$ cat src/rtl/c5_mult_arb.sv
// Two-requester round-robin front end for a shared multiply/divide unit.
// Each request is issued, polled until the unit finishes (or times out), and the result is returned to its owner.
module c5_mult_arb #(
  parameter int WIDTH   = 32,
  parameter int TIMEOUT = 48
) (
  input  logic             I_clk,
  input  logic             I_rst_n,
  input  logic [1:0]       I_req,
  input  logic [1:0]       I_op0,
  input  logic [1:0]       I_op1,
  input  logic [WIDTH-1:0] I_a0,
  input  logic [WIDTH-1:0] I_b0,
  input  logic [WIDTH-1:0] I_a1,
  input  logic [WIDTH-1:0] I_b1,
  output logic [1:0]       O_gnt,
  output logic [1:0]       O_done,
  output logic             O_err,
  output logic [WIDTH-1:0] O_lo,
  output logic [WIDTH-1:0] O_hi,
  output logic             O_busy,
  output logic [3:0]       O_mult_func,
  output logic [WIDTH-1:0] O_a,
  output logic [WIDTH-1:0] O_b,
  input  logic [WIDTH-1:0] I_c_mult,
  input  logic             I_pause
);

  localparam logic [3:0] MULT_NOTHING       = 4'd0;
  localparam logic [3:0] MULT_MULT          = 4'd1;
  localparam logic [3:0] MULT_SIGNED_MULT   = 4'd2;
  localparam logic [3:0] MULT_DIVIDE        = 4'd3;
  localparam logic [3:0] MULT_SIGNED_DIVIDE = 4'd4;
  localparam logic [3:0] MULT_READ_LO       = 4'd5;
  localparam logic [3:0] MULT_READ_HI       = 4'd6;

  localparam int CW = $clog2(TIMEOUT + 1);

  typedef enum logic [2:0] {S_IDLE, S_ISSUE, S_WAIT, S_READ_HI, S_DONE} state_t;

  state_t           state;
  logic             owner;
  logic             last;
  logic [CW-1:0]    wait_cnt;
  logic [WIDTH-1:0] lo_cap;
  logic             win;
  logic [1:0]       win_op;
  logic [3:0]       start_func;
  logic [1:0]       owner_hot;

  // On a tie the requester that was not served last wins; last resets to 1 so requester 0 goes first.
  assign win       = (I_req == 2'b11) ? ~last : I_req[1];
  assign win_op    = win ? I_op1 : I_op0;
  assign owner_hot = owner ? 2'b10 : 2'b01;
  assign O_busy    = (state != S_IDLE);

  // Grant is decided in the IDLE cycle itself; holding it low in reset keeps the pulse clean during reset.
  assign O_gnt = (I_rst_n && state == S_IDLE && |I_req) ? (win ? 2'b10 : 2'b01) : 2'b00;

  always_comb begin
    // NOTE: default assignment first so no path leaves start_func unassigned, which would infer a latch.
    start_func = MULT_MULT;
    case (win_op)
      2'd1:    start_func = MULT_SIGNED_MULT;
      2'd2:    start_func = MULT_DIVIDE;
      2'd3:    start_func = MULT_SIGNED_DIVIDE;
      default: start_func = MULT_MULT;
    endcase
  end

  // NOTE: all state uses non-blocking assignments so every register samples pre-edge values.
  always_ff @(posedge I_clk or negedge I_rst_n) begin
    if (!I_rst_n) begin
      state       <= S_IDLE;
      owner       <= 1'b0;
      last        <= 1'b1;
      wait_cnt    <= '0;
      lo_cap      <= '0;
      O_done      <= 2'b00;
      O_err       <= 1'b0;
      O_lo        <= '0;
      O_hi        <= '0;
      O_mult_func <= MULT_NOTHING;
      O_a         <= '0;
      O_b         <= '0;
    end else begin
      case (state)
        S_IDLE: begin
          if (|I_req) begin
            owner       <= win;
            O_mult_func <= start_func;
            O_a         <= win ? I_a1 : I_a0;
            O_b         <= win ? I_b1 : I_b0;
            state       <= S_ISSUE;
          end
        end
        S_ISSUE: begin
          O_mult_func <= MULT_READ_LO;
          O_a         <= '0;
          O_b         <= '0;
          wait_cnt    <= '0;
          state       <= S_WAIT;
        end
        S_WAIT: begin
          if (!I_pause) begin
            lo_cap      <= I_c_mult;
            O_mult_func <= MULT_READ_HI;
            state       <= S_READ_HI;
          end else if (wait_cnt == CW'(TIMEOUT - 1)) begin
            // Abort after exactly TIMEOUT stalled WAIT cycles; results are forced to zero.
            O_err       <= 1'b1;
            O_lo        <= '0;
            O_hi        <= '0;
            O_done      <= owner_hot;
            O_mult_func <= MULT_NOTHING;
            state       <= S_DONE;
          end else begin
            wait_cnt <= wait_cnt + 1'b1;
          end
        end
        S_READ_HI: begin
          O_lo        <= lo_cap;
          O_hi        <= I_c_mult;
          O_err       <= 1'b0;
          O_done      <= owner_hot;
          O_mult_func <= MULT_NOTHING;
          state       <= S_DONE;
        end
        S_DONE: begin
          O_done <= 2'b00;
          O_err  <= 1'b0;
          last   <= owner;
          state  <= S_IDLE;
        end
        default: state <= S_IDLE;
      endcase
    end
  end

endmodule

$ cat config.mk
export PLATFORM = sky130hd
export DESIGN_NAME = c5_mult_arb
export DESIGN_NICKNAME = d
export VERILOG_FILES = /design/src/rtl/c5_mult_arb.sv
export SDC_FILE = /design/constraint.sdc
export NUM_CORES = 1
export LEC_CHECK = 0
export CORE_ASPECT_RATIO = 1.2
export CORE_UTILIZATION = 39
export DETAILED_ROUTE_END_ITERATION = 16
export MAX_ROUTING_LAYER = met4
export PLACE_DENSITY = 0.77
export SYNTH_ARGS = -nofsm -noshare
export SYNTH_HDL_FRONTEND = slang
export SYNTH_SLANG_ARGS = --single-unit
$ cat constraint.sdc
create_clock -name I_clk -period 1.9 [get_ports I_clk]
set_input_delay 0.19 -clock I_clk [delete_from_list [all_inputs] [get_ports I_clk]]
set_output_delay 0.19 -clock I_clk [all_outputs]
set_load 0.005 [all_outputs]
* Word level (Yosys, flattened, before mapping)
Index checks and enable logic that the tools add are counted.
** Operators by class
- Muxes and demuxes :: 33
- Add/subtract/negate cells :: 1
- Bitwise operators :: 2
- Reduce and logical (&&, ||, !) cells :: 21
- Eq/ne operators :: 14
** Operators by type and width (number)
- one-hot mux 32 bit (2 select lines) :: 4
- 2-to-1 mux 32 bit :: 6
- one-hot mux 4 bit (4 select lines) :: 1
- AND reduction 3 bit :: 5
- 2-to-1 mux 2 bit :: 6
- 2-to-1 mux 4 bit :: 3
- 2-to-1 mux 6 bit :: 2
- one-hot mux 3 bit (4 select lines) :: 1
- one-hot mux 6 bit (2 select lines) :: 1
- 2-to-1 mux 3 bit :: 3
- one-hot mux 3 bit (3 select lines) :: 1
- AND reduction 2 bit :: 4
- nonzero test 2 bit :: 4
- adder 6 x 1 -> 6 bit, second input constant :: 1
- == test 2 bit, second input constant :: 3
- == test 3 x 2 -> 1 bit, second input constant :: 2
- == test 6 bit, second input constant :: 1
- != test 2 bit, second input constant :: 3
- one-hot mux 2 bit (3 select lines) :: 1
- nonzero test 3 bit :: 2
- nonzero test 4 bit :: 1
- OR reduction 2 bit :: 2
- == test 3 x 1 -> 1 bit, second input constant :: 1
- == test 3 bit, second input constant :: 1
- other kinds (8) :: 12
** Word-level totals
- Output and inout port bits :: 138
- Flip-flop bits (word level) :: 178
- Input bits :: 169

* Longest topological paths before layout
Gate-level depths: netlist of the first run.
- Depth after elaboration :: 7
- Depth in mapped cells :: 8

* Worst setup path after synthesis of the first run
No wires, ideal clock.
- Path kind :: flip-flop to flip-flop
- Start :: register last
- End :: register O_mult_func[1]
- Clock period less this slack :: 1989 ps
- Stages on the path, launching flop included :: 9
- Path buffers :: 2
- Arrival time :: 1865 ps
- Setup time :: 125 ps
- Setup slack :: -89 ps
- Cell sequence :: dfstp_2 > a21boi_1 > buf_2 > buf_4 > mux2_2 > ha_1 > a2bb2oi_1 > o21ai_0 > mux2_2
** Between the ends
- Cells in the longest elaborated chain, start to end :: 7
- Elaborated cells on any way between the ends :: 9
** RTL lines
- from (decl) :: line 43 : logic last;
- from (signal assigned) :: line 132 : last <= owner;
- inverter 1 bit * :: line 52 : assign win = (I_req == 2'b11) ? ~last : I_req[1];
- 2-to-1 mux 1 bit * :: line 52
- 2-to-1 mux 2 bit * :: line 53 : assign win_op = win ? I_op1 : I_op0;
- == test 2 bit / == test 2 x 1 -> 1 bit (equally long branches) :: line 63 : case (win_op)
- one-hot mux 3 bit (3 select lines) * :: line 63
- 2-to-1 mux 4 bit * :: line 89 : if (|I_req) begin
- one-hot mux 4 bit (4 select lines) * :: line 87 : case (state)
- to (signal assigned) :: line 91 : O_mult_func <= start_func;
- to (decl) :: line 22 : output logic [3:0] O_mult_func,
Mark *: on every way between the ends. The rest lies on a longest branch, timed or not. The select of a mux whose other input is x is not followed.
A chain may end at the register's enable or synchronous reset.

* Final worst setup path of the first run
- Start :: register last
- End :: output O_gnt[0]
** Between the ends
- Cells in the longest elaborated chain, start to end :: 4
** RTL lines
- inverter 1 bit :: line 52
- 2-to-1 mux 1 bit :: line 52
- 2-to-1 mux 2 bit (2 in series) :: line 58 : assign O_gnt = (I_rst_n && state == S_IDLE && |I_req) ? (win ? 2'b10 : 2'b01) : 2'b00;
- to (decl) :: line 16 : output logic [1:0] O_gnt,
No other way between the ends.

==> flow_metrics.tcl, run 1 <==
set metrics [dict create \
    synth_fa_ha_area_share_pct 0.340 \
    layout.nets 1072 \
    power-per-cell-area_nw_per_um2 1500 \
    crit_required_ns 1.71 \
    yosys.area.top_type "dfrtp_1" \
    cts_sinks 177 \
    leakagePower_nw 5.04 \
    fillers 1487 \
    cts_made_buffers 17 \
    syn_nets 764 \
    ys_types 47 \
    irDropWorstVdd_v 0.000771 \
    antenna_left 0 \
    post-route-drc-count 0 \
    final_hold_viol_count 0 \
    overflow 0 \
    yosysTopAreaCellShare_pct 59.8 \
    final_common_cell "clkdlybuf4s50_1" \
    cts_tree "done" \
    dieHeight_um 152 \
    postLayoutCoreUtil_pct 62.6 \
    synth_simple_gate_area_share_pct 6.51 \
    fin_worst_skew_ns 0.00983 \
    synthMuxAreaShare_pct 14.8 \
    rsz0062_at_grt "false" \
    synth_cells 593 \
    gp_congestion 0.896 \
    fmax_mhz 542 \
    dieArea_um2 19400 \
    worst_setup_path_end_kind "primary output" \
    status "completed" \
    crit_family "flip-flops" \
    max_slew_margin_pct 49.6 \
    startpoint_type "flip-flop" \
    use_met2_pct 37.0 \
    core-area_um2 18300 \
    cts-htree-levels 4 \
    tightest_slew_ns 0.756 \
    cts.clk_slew.worst_paths_ns 0.07 \
    dp_cells 1128 \
    setup_viol 0 \
    avgRoutedWirePerCell_um 18.2 \
    period_share_pct 97.0 \
    grt_pass1_vias 6039 \
    period_needed_ns 1.84 \
    cap_violations 0 \
    antenna_found_initial 0 \
    ctsRootBufferMaster "clkbuf_16" \
    synth-xor-area-share_pct 0.119 \
    ys_seq_elements 177 \
    grt_busiest_layer "met2" \
    grt_pass1_wl_mm 33.1 \
    vias 5813 \
    via_per_inst 4.99 \
    cp_max_fo 4 \
    port-buffer-count 305 \
    multiInputGateArea_um2 2750 \
    avgSynthCellArea_um2 12.4 \
    drt-initial-drc-count 286 \
    wl_mm 21.2 \
    cts_buffer_depth 2 \
    ys.warnings.count 0 \
    crit_chain "a21boi_4 > buf_12 > buf_4 > nor3b_2 > buf_2" \
    ios 307 \
    cp_data_arrival_time_ns 1.65 \
    rows 54 \
    place_hpwl_mm 14.9 \
    seqCellArea_um2 4430 \
    cp_num_buf_inv 3 \
    use_met1_pct 27.4 \
    hold_class "in2reg" \
    clock_latency_ns 0.42 \
    fin_cells 1165 \
    start_util_pct 40.2 \
    ys_top_cells_by_area "dfrtp_1 60%, mux2i_1 9.1%, a22o_1 7.7%, mux2_2 5.7%, o21ai_0 3.9%" \
    grt_max_degree 141 \
    drv_slew 0 \
    cpMaxStageDelayCell "dfstp_2" \
    ys_seq_area_share_pct 60.2 \
    antennaDiodeCount 0 \
    use_met3_pct 5.30 \
    die_w_um 127 \
    cpPeakStageDelay_ns 0.56 \
    layout_common_cells "301 x clkdlybuf4s50_1, 176 x dfrtp_1, 71 x nand2_1" \
    grt_usage_pct 22.8 \
    synth_compound_area_share_pct 14.5 \
    synth_top_family_by_area "multiplexers" \
    syn2layout_area_growth_pct 55.7 \
    path_class "reg2out" \
    drive_gt1_share_pct 12.2 \
    dr.pass1.iters 4 \
    netlist_area_um2 7360 \
]
-- cells in the mapped netlist (all sizes together) --
| cell | n |
|---|---|
| dfrtp | 176 |
| nand2 | 71 |
| o21ai | 71 |
| mux2i | 67 |
| a22o | 65 |
| mux2 | 37 |
| buf | 27 |
| clkbuf | 17 |
| nor2 | 8 |
| inv | 7 |
| nand3 | 5 |
| a21boi | 4 |
| a21oi | 4 |
| o31ai | 4 |
| and3 | 2 |
| ha | 2 |
| nand2b | 2 |
| nand3b | 2 |
| nor2b | 2 |
| nor3 | 2 |
| a211oi | 1 |
| a2bb2oi | 1 |
| a31oi | 1 |
| a41oi | 1 |
| and2 | 1 |
| and3b | 1 |
| and4b | 1 |
| and4bb | 1 |
| conb | 1 |
| dfstp | 1 |
| nand4 | 1 |
| nor3b | 1 |
| nor4 | 1 |
| o211ai | 1 |
| o22ai | 1 |
| or2 | 1 |
| or4 | 1 |
| xor2 | 1 |
-- flip-flops by register name (all words and copies together) (netlist names) --
| register | cells |
|---|---|
| state | 3 |
| O_done | 2 |
| O_err | 1 |
| owner | 1 |
| O_a | 32 |
| O_hi | 32 |
| O_b | 32 |
| wait_cnt | 6 |
| O_lo | 32 |
| last | 1 |
| lo_cap | 32 |
| O_mult_func | 3 |
-- cell type report --
| class | count | share of cell area, % |
|---|---|---|
| multi-input combinational | 365 | 24.0 |
| timing repair buffer | 333 | 29.2 |
| inverter | 7 | 0.229 |
| clock inverter | 13 | 1.32 |
| tap | 252 | 2.75 |
| sequential | 177 | 38.7 |
| clock buffer | 18 | 3.83 |
-- logic make-up (layout without fill, tap and decap cells) --
group,count (synthesis),count (layout)
flip-flops,177,177
AO/OA/AOI/OAI,154,154
multiplexers,104,104
AND/OR/NAND/NOR,103,103
buffers and inverters,51,371
adder cells (fa/ha/maj),2,2
other,1,1
XOR/XNOR,1,1
-- final timing paths --
kind,startpoint,to,slack [ns],depth (start not counted)
max,last,O_gnt[0],0.06,5
min reg2reg,O_a[24],O_a[24],0.48,2
max in group asynchronous,I_rst_n,O_b[2],0.81,3
max reg2reg,state[2],O_hi[12],0.11,5
min in group asynchronous,I_rst_n,O_lo[5],0.47,3
min,I_b0[23],O_b[23],0.39,3
-- where the power goes --
| group | switching, mW | internal (mW) | leakage (nW) |
|---|---|---|---|
| clock network | 1.51 | 2.00 | 0.293 |
| logic | 2.96 | 4.27 | 2.52 |
| registers | 0.948 | 5.45 | 2.22 |
| total | 5.42 | 11.7 | 5.04 |
-- tightest hold or removal path: stages --
cell	delay [ns]
clkdlybuf4s50_1	0.39
mux2i_1	0.12
o21ai_1	0.07
-- layer usage --
layer | vias to the layer above | part of all wire [%]
met1 | 2837 | 42
li1 | 2734 | -
met3 | 40 | 5.5
met5 | - | 0
met4 | 0 | 2.6
met2 | 202 | 50
-- through the flow --
stage | hold WS, ns | total power, mW | setup TNS, ns | setup WS, ns | area [µm²]
after floorplan | -0.106 | 9.54 | 0 | 0.0183 | 7390
after global placement | 0.378 | 13.5 | -2.52 | -0.177 | 10800
after detailed placement | 0.365 | 13.6 | -4.38 | -0.216 | 10800
after CTS | 0.379 | 17.3 | 0 | 0.0294 | 11500
after global routing | 0.401 | 18.2 | 0 | 0.00206 | 11500
final | 0.390 | 17.1 | 0 | 0.0567 | 11500
-- repair_timing --
action | 4_1_cts | 5_1_grt
hold buffers | 1 | 0
pin swaps | 3 | 1
buffers inserted | 6 | 0
endpoints found under the setup margin | 3 | 16
resized for setup | 12 | 3
endpoints found under the hold margin | 36 | 0
Note: power is estimated with default switching activity, not from simulation.
==> run 2: changes to the inputs <==
--- a/config.mk
+++ b/config.mk
@@ -5,11 +5,14 @@
 export SDC_FILE = /design/constraint.sdc
 export NUM_CORES = 1
 export LEC_CHECK = 0
+export CELL_PAD_IN_SITES_DETAIL_PLACEMENT = 0
+export CELL_PAD_IN_SITES_GLOBAL_PLACEMENT = 1
 export CORE_ASPECT_RATIO = 1.2
-export CORE_UTILIZATION = 39
+export CORE_MARGIN = 1.5
+export CORE_UTILIZATION = 30
 export DETAILED_ROUTE_END_ITERATION = 16
 export MAX_ROUTING_LAYER = met4
-export PLACE_DENSITY = 0.77
+export PLACE_DENSITY_LB_ADDON = 0.1
 export SYNTH_ARGS = -nofsm -noshare
 export SYNTH_HDL_FRONTEND = slang
 export SYNTH_SLANG_ARGS = --single-unit
==> run 2 against run 1 <==
Against the previous run:
- largest power group unchanged
- wire length grew 8.5%
- global-route usage shrank 4.2 points
- non-clock buffer count grew 4
- sequential cell count is the same
- core utilization shrank 14 points
- fmax grew 0.32%
- critical path depth is the same
- worst setup slack gained 0.0059 ns
- total power grew 1.6%
- highest routed layer unchanged
==> flow_metrics.tcl, run 2 (synthesis gave the netlist of run 1 again) <==
set metrics [dict create \
    cpMaxStageDelayCell "dfrtp_1" \
    fin_tns_setup_ns 0 \
    period_needed_ns 1.84 \
    port-buffer-count 305 \
    worst_setup_path_end_kind "primary output" \
    fin_worst_skew_ns 0.0165 \
    cts_sinks 177 \
    crit_family "simple AND/OR/NAND/NOR gates" \
    grt_usage_pct 18.7 \
    die_w_um 146 \
    place_hpwl_mm 16.3 \
    cts-htree-levels 4 \
    cts_tree "done" \
    setup_viol 0 \
    max_slew_margin_pct 44.5 \
    irDropWorstVdd_v 0.000771 \
    ios 307 \
    overflow 0 \
    dieHeight_um 175 \
    cp_max_fo 2 \
    tightest_slew_ns 0.832 \
    fmax_mhz 544 \
    syn2layout_area_growth_pct 58.9 \
    final_hold_viol_count 0 \
    cts_buffer_depth 2 \
    period_share_pct 96.7 \
    place_ws_ns -0.330 \
    setup_ws_ns 0.0626 \
    status "completed" \
    grt_max_degree 114 \
    rsz0062_at_grt "true" \
    hold_class "in2reg" \
    cts.clk_slew.worst_paths_ns 0.08 \
    startpoint_type "flip-flop" \
    path_class "reg2out" \
    dr.pass1.iters 4 \
    cpPeakStageDelay_ns 0.41 \
    hold_slack_ns 0.387 \
    leakagePower_nw 5.11 \
    fin_cells 1240 \
    antenna_left 0 \
    via_per_inst 4.71 \
    crit_required_ns 1.71 \
    cts_made_buffers 17 \
    fin_total_pwr_mw 17.4 \
    wl_mm 23.0 \
    cap_violations 0 \
    drv_slew 0 \
    rows 62 \
    avgRoutedWirePerCell_um 18.6 \
    ctsRootBufferMaster "clkbuf_16" \
    vias 5844 \
    grt_pass1_vias 6244 \
    start_util_pct 30.6 \
    grt_pass1_wl_mm 36.0 \
    fillers 2219 \
    antenna_found_initial 2 \
    drt-initial-drc-count 216 \
    dieArea_um2 25500 \
    drive_gt1_share_pct 12.6 \
    clock_latency_ns 0.43 \
    post-route-drc-count 0 \
    core-area_um2 24000 \
    power-per-cell-area_nw_per_um2 1490 \
    gp_congestion 0.883 \
    dp_cells 1198 \
    placed_cell_area_um2 10900 \
    crit_chain "nor3_4 > buf_6 > o21ai_4 > nor3b_4 > buf_2" \
    layout_common_cells "301 x clkdlybuf4s50_1, 176 x dfrtp_1, 71 x nand2_1" \
    final_common_cell "clkdlybuf4s50_1" \
    design_area_um2 11700 \
    cp_data_arrival_time_ns 1.65 \
    postLayoutCoreUtil_pct 48.6 \
    layout.nets 1076 \
    cp_num_buf_inv 2 \
]
## run 2: cell count changes in the layout (fill, tap and decap cells not counted), moves of 2 or more
| cell | change |
|---|---|
| diode_2 | +2 |
| buf_4 | -2 |
| clkinv_4 | -2 |
| clkinv_8 | +7 |
| clkinv_2 | -2 |
| bufinv_16 | -2 |
| clkbuf_16 | +3 |
| buf_12 | +3 |
## run 2: final timing paths
kind / depth (start not counted) / slack, ns / from / to
worst min-delay path: 2 / 0.39 / I_c_mult[13] / O_hi[13]
max in group asynchronous: 3 / 0.78 / I_rst_n / wait_cnt[4]
worst max register to register: 7 / 0.14 / state[2] / O_lo[1]
min in group asynchronous: 3 / 0.45 / I_rst_n / O_a[15]
worst min register to register: 2 / 0.48 / O_a[27] / O_a[27]
worst max-delay path: 5 / 0.06 / state[0] / O_gnt[0]
## run 2: where the power goes
group | total, mW | leakage, nW | switching (mW) | internal (mW)
sequential | 6.38 | 2.22 | 0.939 | 5.45
clock | 3.53 | 0.296 | 1.74 | 1.79
combinational | 7.49 | 2.59 | 3.06 | 4.43
total | 17.4 | 5.11 | 5.74 | 11.7
## run 2: timing repair
| item | in CTS | in global routing |
|---|---|---|
| setup buffers | 2 | 3 |
| hold buffers | 1 | 0 |
| setup endpoints to repair | 3 | 43 |
| hold endpoints to repair | 113 | 0 |
| cloned | 0 | 3 |
| gates resized for setup | 6 | 5 |
| pin swaps | 2 | 3 |
## run 2: layout make-up
type / instances / area (µm²) / area share [%]
sequential: 177 / 4430 / 37.9
timing repair buffer: 337 / 3470 / 29.6
multi-input combinational: 365 / 2750 / 23.5
clock buffer: 17 / 425 / 3.64
tap: 320 / 400 / 3.42
clock inverter: 15 / 189 / 1.62
inverter: 7 / 26.3 / 0.225
antenna: 2 / 5.00 / 0.0428
## run 2: metal layers
metal	global-route usage [%]	share of wire (%)	vias up	routed length, µm
li1	-	-	2759	-
met1	22.2	42	2873	9690
met2	31.0	50	194	11600
met3	4.73	6.1	18	1410
met4	6.02	1.4	0	315
met5	-	0	-	0
==> run 3: changes to the inputs <==
--- a/config.mk
+++ b/config.mk
@@ -10,6 +10,7 @@
 export CORE_ASPECT_RATIO = 1.2
 export CORE_MARGIN = 1.5
 export CORE_UTILIZATION = 30
+export CTS_CLUSTER_DIAMETER = 80
 export DETAILED_ROUTE_END_ITERATION = 16
 export MAX_ROUTING_LAYER = met4
 export PLACE_DENSITY_LB_ADDON = 0.1
==> results of run 3 <==
Final layout, timing and power as in run 2 (identical DEF).
